[src/rtl/branch_predict_ctrl.sv]
// rtl/branch_predict_ctrl.sv - 2-bit counter branch predictor with redirect/flush sequencing
// Optional feature macro: BPU_STATS_EN (resolved-branch and mispredict counters)
module branch_predict_ctrl #(
   parameter int         IDX_BITS    = 4,
   parameter int         FLUSH_DEPTH = 2,
   parameter logic [1:0] CTR_INIT    = 2'b01
) (
   input  logic        clk,
   input  logic        rst,
   input  logic        id_valid,
   input  logic        id_is_branch,
   input  logic [31:0] id_pc,
   input  logic [11:0] id_imm_B,
   output logic        pred_taken,
   output logic [31:0] pred_target,
   input  logic        ex_valid,
   input  logic        ex_is_branch,
   input  logic [31:0] ex_pc,
   input  logic        ex_pred_taken,
   input  logic        ex_taken,
   input  logic [31:0] ex_target,
   output logic        redirect_valid,
   output logic [31:0] redirect_pc,
   output logic        flush,
   output logic [31:0] branch_cnt,
   output logic [31:0] mispred_cnt
);

   localparam int         ENTRIES        = 2 ** IDX_BITS;
   localparam logic [3:0] FLUSH_CNT_INIT = 4'(FLUSH_DEPTH - 1);

   typedef enum logic {
      IDLE  = 1'b0,
      FLUSH = 1'b1
   } state_t;

   state_t        state_q;
   state_t        state_d;
   logic [3:0]    flush_cnt_q;
   logic [3:0]    flush_cnt_d;
   logic          redirect_valid_d;
   logic [31:0]   redirect_pc_d;
   logic [1:0]    ctr_table [ENTRIES];
   logic [IDX_BITS-1:0] id_idx;
   logic [IDX_BITS-1:0] ex_idx;
   logic          resolve;
   logic          mispredict;
   logic [1:0]    ex_ctr;
   logic [1:0]    ex_ctr_next;

   assign id_idx = id_pc[IDX_BITS+1:2];
   assign ex_idx = ex_pc[IDX_BITS+1:2];

   // Branches seen while flushing are on the wrong path and are ignored.
   assign resolve    = ex_valid & ex_is_branch & (state_q == IDLE);
   assign mispredict = resolve & (ex_taken != ex_pred_taken);

   // Prediction reads the table before any same-cycle update lands.
   always_comb begin
      pred_taken  = id_valid & id_is_branch & ctr_table[id_idx][1];
      pred_target = id_pc + {{19{id_imm_B[11]}}, id_imm_B, 1'b0};
   end

   // Saturating increment/decrement of the counter being trained.
   always_comb begin
      ex_ctr      = ctr_table[ex_idx];
      ex_ctr_next = ex_ctr;
      if (ex_taken) begin
         if (ex_ctr != 2'b11) ex_ctr_next = ex_ctr + 2'b01;
      end else begin
         if (ex_ctr != 2'b00) ex_ctr_next = ex_ctr - 2'b01;
      end
   end

   // Counter table: reset to CTR_INIT, trained on each resolve event.
   always_ff @(posedge clk) begin
      if (rst) begin
         for (int i = 0; i < ENTRIES; i++) ctr_table[i] <= CTR_INIT;
      end else if (resolve) begin
         ctr_table[ex_idx] <= ex_ctr_next;
      end
   end

   // Next-state and redirect decode for the redirect/flush sequencer.
   always_comb begin
      state_d          = state_q;
      flush_cnt_d      = flush_cnt_q;
      redirect_valid_d = 1'b0;
      redirect_pc_d    = redirect_pc;
      case (state_q)
         IDLE: begin
            if (mispredict) begin
               state_d          = FLUSH;
               flush_cnt_d      = FLUSH_CNT_INIT;
               redirect_valid_d = 1'b1;
               redirect_pc_d    = ex_taken ? ex_target : (ex_pc + 32'd4);
            end
         end
         FLUSH: begin
            if (flush_cnt_q == 4'd0) begin
               state_d = IDLE;
            end else begin
               flush_cnt_d = flush_cnt_q - 4'd1;
            end
         end
         default: state_d = IDLE;
      endcase
   end

   // Sequencer state, flush counter and registered redirect outputs.
   always_ff @(posedge clk) begin
      if (rst) begin
         state_q        <= IDLE;
         flush_cnt_q    <= 4'd0;
         redirect_valid <= 1'b0;
         redirect_pc    <= 32'd0;
      end else begin
         state_q        <= state_d;
         flush_cnt_q    <= flush_cnt_d;
         redirect_valid <= redirect_valid_d;
         redirect_pc    <= redirect_pc_d;
      end
   end

   assign flush = (state_q == FLUSH);

`ifdef BPU_STATS_EN
   logic [31:0] branch_cnt_q;
   logic [31:0] mispred_cnt_q;

   // Statistics: count right-path resolves and mispredicts, wrapping.
   always_ff @(posedge clk) begin
      if (rst) begin
         branch_cnt_q  <= 32'd0;
         mispred_cnt_q <= 32'd0;
      end else begin
         if (resolve)    branch_cnt_q  <= branch_cnt_q + 32'd1;
         if (mispredict) mispred_cnt_q <= mispred_cnt_q + 32'd1;
      end
   end

   assign branch_cnt  = branch_cnt_q;
   assign mispred_cnt = mispred_cnt_q;
`else
   assign branch_cnt  = 32'd0;
   assign mispred_cnt = 32'd0;
`endif

endmodule

[config.mk]
export PLATFORM = sky130hd
export DESIGN_NAME = branch_predict_ctrl
export DESIGN_NICKNAME = d
export VERILOG_FILES = /design/src/rtl/branch_predict_ctrl.sv
export SDC_FILE = /design/constraint.sdc
export NUM_CORES = 1
export LEC_CHECK = 0
export ABC_CLOCK_PERIOD_IN_PS = 7200
export CORE_MARGIN = 3
export CORE_UTILIZATION = 43
export CTS_CLUSTER_DIAMETER = 40
export DETAILED_ROUTE_END_ITERATION = 6
export DONT_BUFFER_PORTS = 1
export SLEW_MARGIN = 20
export SYNTH_ARGS = -nofsm -noshare
export SYNTH_HDL_FRONTEND = slang
export SYNTH_SLANG_ARGS = --single-unit
[constraint.sdc]
create_clock -name clk -period 7.2 [get_ports clk]
set_input_delay 1.08 -clock clk [delete_from_list [all_inputs] [get_ports clk]]
set_output_delay 1.08 -clock clk [all_outputs]
set_load 0.03 [all_outputs]
==> results.toml, run 1 <==
[drt]
dr.pass1.iters = 4
antenna_left = 0
wire_per_inst_um = 17.4
vias = 4662
drc = 0
routed_wl_mm = 14.6
drt_iter0_drc = 189
vias_per_cell = 5.54

[clock_network]
numCtsBuffers = 9
htree_num_levels = 3
clk_latency_ps = 330
hold_buffers = 0
cts_tree = "yes"
ctsResizeCount = 0
cts.sinks = 70
cts-root-buf = "clkbuf_16"
post-cts-setup-buffers = 0
cts.path.max_buffers = 2
cts.clk_slew.worst_paths_ps = 50

[synthesis]
synth_xor_area_frac = 0.0847
synthArstFlopShare = 0
synth-adder-area-share = 0.0813
synth_ff_type = "dfxtp_1"
yosys.area.top_type = "edfxtp_1"
synth_top_cell_area_share = 0.163
muxShareOfSynthArea = 0.0675
synth-compound-area-share = 0.163
yosysMostFrequentCell = "buf_4"
netlist_top_cells_area = "edfxtp_1, dfxtp_1, buf_4"
syn_avg_cell_area_um2 = 8.58
netlist_instances = 687
ys_ff_latch = 70
synth_top_family_by_area = "simple AND/OR/NAND/NOR gates"
ys_warn_count = 0
ys_seq_area_frac = 0.292
synthDistinctLibCells = 56
netlist_area_mm2 = 0.00590
synth_edf_count = 32
synthSimpleGateAreaFrac = 0.188
yosys-top-cells-count = "buf_4, nor2_1, nand2_1"

[finish]
layout.nets = 813
antenna_cells = 0
drive_gt1_frac = 0.0526
area_delta_synth_final_pct = 2.12

[placed_design]
post-place-ws_ps = 2000
gp_congestion = 0.773
dp.final_hpwl_mm = 11.6
port_buffers = 0

[sta]
rsz0062_at_grt = "no"
worst_pin_slew_ps = 790
finalCriticalPeriod_ps = 5230
maxClockFrequency_mhz = 191
relSlewSlack = 0.470
drv_slew = 0
setup_viol = 0
hold_viol_final = 0
period_share = 0.727
setup_tns_ps = 0
finClkSkew_ps = 4.09
worst_slack_ps = 1970

[setup_path]
cp-start-kind = "input pin"
worstPathArrival_ps = 4150
end_kind = "output port"
path_max_fanout = 4
path_class = "in -> out"
crit_required_ps = 6120

[die]
die_w_um = 123
std_cell_rows = 42
core_area_mm2 = 0.0133
io_pins = 247
dieHeight_um = 123
die-area_mm2 = 0.0152
initial_core_util = 0.442

[power]
leakage_nw = 2.30
power_density_mw_per_mm2 = 211
ir_worst_vdd_v = 0.000107

[min_path]
hold_class = "reg -> reg"

[status]
status = "finished clean"

[global_route]
grt.total_usage = 0.179
grt_pass1_vias = 4217
grt_pass1_wl_mm = 21.3
gr-total-overflow = 0
antenna_found_initial = 0
grt_max_degree = 29

[run]
maxCapViolCount = 0
critical path, stage by stage:
cell      delay, ps
ha_1            240
fa_1            440
a211oi_1        260
o21bai_1        140
a211oi_1        610
nor2_1          160
o41ai_2         470
o21ai_0         200
xor2_1          550
stage by stage:
stage                     instances  utilization  area (um^2)  hold WS (ps)  power (mW)
after floorplan                 750            -         6130           477       0.807
after global placement          826        0.428         5710           488       0.812
after detailed placement        826        0.428         5710           507       0.818
after CTS                       842        0.451         6010           514        1.28
after global routing            842        0.451         6020           552        1.33
final                           842        0.451         6020           512        1.27
path summary, 6_finish.rpt:
path                            to            start  slack, ps  depth (start not counted)
hold / removal      flush_cnt_q[0]   flush_cnt_q[0]        510                          2
setup reg to reg  ctr_table[11][1]  ctr_table[4][0]       4690                          5
setup / recovery   pred_target[25]         id_pc[1]       1970                          9
hold reg to reg     flush_cnt_q[0]   flush_cnt_q[0]        510                          2
state kept, by name, indices dropped and copies added, names as in the netlist:
name / count
ctr_table: 32
redirect_valid: 1
flush_cnt_q: 4
redirect_pc: 32
flush: 1
placed cells by master (no fill, tap or decap), drive strengths merged, types with 10 or more instances in the layout:
cell / netlist / routed
conb: 1 / 64
nor2: 61 / 61
nand2: 56 / 56
o21ai: 46 / 46
a21oi: 40 / 40
dfxtp: 38 / 38
ha: 35 / 35
nand3: 32 / 32
edfxtp: 32 / 32
xnor2: 29 / 29
xor2: 28 / 28
nand2b: 19 / 19
a22oi: 18 / 18
inv: 17 / 17
a21o: 14 / 14
mux4: 14 / 14
nand4: 13 / 13
clkbuf: 26 / 11
a211oi: 10 / 10
layer usage:
| layer | part of all wire | vias up | GRT usage |
|---|---|---|---|
| met5 | 0 | - | 0 |
| met4 | 0.012 | 0 | 0.0554 |
| met3 | 0.083 | 17 | 0.0563 |
| met2 | 0.50 | 145 | 0.304 |
| met1 | 0.41 | 2221 | 0.217 |
| li1 | - | 2279 | - |
cell families after synthesis:
kind of cell / count (synthesis)
other cells: 1
flops: 70
compound gates: 153
mux: 21
fa+ha+maj: 38
xor+xnor: 57
simple gates: 228
buf+inv: 119
report_power, final:
group          total (mW)  leakage [nW]  internal [mW]  switching, mW
logic               0.354          1.56         0.0993          0.255
registers           0.457         0.590          0.430         0.0275
clock network       0.460         0.151          0.301          0.160
cell type report:
type | count | area [um^2]
inverters | 18 | 67.6
repair buffers | 1 | 7.51
fillers | 1331 | 7330
flip-flops and latches | 70 | 1720
clock inverters | 5 | 73.8
multi-input cells | 561 | 3700
clock buffers | 11 | 233
well taps | 176 | 220
No activity file was read; power rests on OpenSTA's default activity.
==> run 2, diff against run 1 <==
Settings changed: ABC_CLOCK_PERIOD_IN_PS 7200 to 4750.
Clock period 7.2 ns to 4.75 ns, I/O delays scaled along.
==> run 2 against run 1 <==
Net effect: clock power grew 45%; via count up 1.0%; sequential power increased by 52%; first-iteration DRC count grew 25%; total power grew 50%; global-route usage up 0.70 points; design area increased by 0.39%; largest cell class unchanged.
==> results.toml, run 2 (same netlist as run 1, synthesis figures left out) <==
[clock_network]
cts.sinks = 70
cts.path.max_buffers = 2
cts.clk_slew.worst_paths_ps = 60
numCtsBuffers = 9
clk_latency_ps = 330
ctsResizeCount = 0
htree_num_levels = 3
hold_buffers = 0
post-cts-setup-buffers = 0
cts-root-buf = "clkbuf_16"
cts_tree = "yes"

[min_path]
hold_start = "rst"
hold_class = "in -> reg"

[die]
dieHeight_um = 123
core_area_mm2 = 0.0133
die-area_mm2 = 0.0152
std_cell_rows = 42
initial_core_util = 0.442
die_w_um = 123
io_pins = 247

[global_route]
antenna_found_initial = 0
grt_max_degree = 29
grt_pass1_vias = 4366
gr-total-overflow = 0
grt_pass1_wl_mm = 22.2
grt.total_usage = 0.186

[sta]
drv_slew = 0
relSlewSlack = 0.471
finClkSkew_ps = 5.58
maxClockFrequency_mhz = 233
worst_pin_slew_ps = 788
hold_viol_final = 0
finalCriticalPeriod_ps = 4300
setup_viol = 0
rsz0062_at_grt = "no"
setup_tns_ps = 0
period_share = 0.905
whs_ps = 443

[setup_path]
path_max_fanout = 4
end_kind = "output port"
path_cells = "ha_1, fa_1, a211oi_1, o21bai_1, a211oi_1, nor2_1, o41ai_2, o21ai_0, xor2_1, buf_4"
path_class = "in -> out"
crit_required_ps = 4040
crit_top_cell = "a211oi_1"
slowest_delay_ps = 640
rr_startpoint = "ctr_table[4][0]"
cp_slowest_cell = "a211oi_1"
cp-start-kind = "input pin"
cp_top_family = "compound AO/OA/AOI/OAI gates"
startpoint = "id_pc[1]"
worstPathArrival_ps = 3580
critical_path_buf_inv_count = 1

[power]
power.share.switching = 0.362
pwr-share-comb = 0.288
power.switching_mw = 0.692
leakage_nw = 2.32
power_density_mw_per_mm2 = 316
power_mw = 1.91
pwr-share-clk = 0.350
p_seq_frac = 0.363
ir_worst_vdd_v = 0.000232
intPower_mw = 1.22

[placed_design]
gp_congestion = 0.784
port_buffers = 0
dpl_cell_area_mm2 = 0.00574
dp.final_hpwl_mm = 11.8

[finish]
area_delta_synth_final_pct = 2.53
fillers = 1341
final_common_cell = "conb_1"
reg_top3 = "ctr_table: 32 flops, redirect_pc: 32 flops, flush_cnt_q: 4 flops"
ff_latch_area_mm2 = 0.00172
final_cell_mix = "conb_1, nor2_1, nand2_1"
multi_input_area_mm2 = 0.00370
layout.nets = 817
drive_gt1_frac = 0.0627
antenna_cells = 0
design_area_mm2 = 0.00604
fin_util = 0.453

[drt]
wire_per_inst_um = 17.5
antenna_left = 0
drt_iter0_drc = 237
vias = 4709
vias_per_cell = 5.57
dr.pass1.iters = 6
routed_wl_mm = 14.8
drc = 0

[run]
maxCapViolCount = 0

[status]
status = "finished clean"
[run 2: per-layer routing]
| metal | GRT usage | vias up | wire [um] |
|---|---|---|---|
| met1 | 0.221 | 2217 | 5920 |
| met4 | 0.0429 | 0 | 114 |
| met3 | 0.0746 | 15 | 1450 |
| met5 | 0 | - | 0 |
| li1 | - | 2301 | - |
| met2 | 0.316 | 176 | 7360 |
[run 2: worst reg2reg max path: stages (launching register included)]
cell and delay [ps]:
edfxtp_1 400, mux4_1 520, mux4_2 490, inv_1 70, maj3_1 600, nor2_1 110
[run 2: path summary, 6_finish.rpt]
kind,to,slack [ps],cells past startpoint
hold reg to reg,flush_cnt_q[0],500,2
setup / recovery,pred_target[25],450,10
hold / removal,redirect_pc[2],440,1
setup reg to reg,ctr_table[11][1],2290,5
[run 2: final cells by class]
cell class	instances	area share
Clock buffer	9	0.0373
Timing Repair Buffer	5	0.00621
Inverter	18	0.0112
Tap cell	176	0.0364
Sequential cell	70	0.285
Clock inverter	7	0.0124
Multi-Input combinational cell	561	0.612
[run 2: power by group through the flow]
stage | Combinational [mW] | Clock, mW | Sequential [mW]
2_1_floorplan | 0.524 | 0 | 0.700
3_3_place_gp | 0.537 | 0 | 0.705
3_5_place_dp | 0.546 | 0 | 0.706
4_1_cts | 0.547 | 0.680 | 0.693
5_1_grt | 0.596 | 0.705 | 0.696
6_report | 0.550 | 0.669 | 0.693
[run 2: per-stage QoR]
step / worst slack, ps / cells
final: 453 / 846
after global routing: 337 / 846
after CTS: 514 / 846
after detailed placement: 522 / 830
after global placement: 615 / 830
after floorplan: 833 / 750
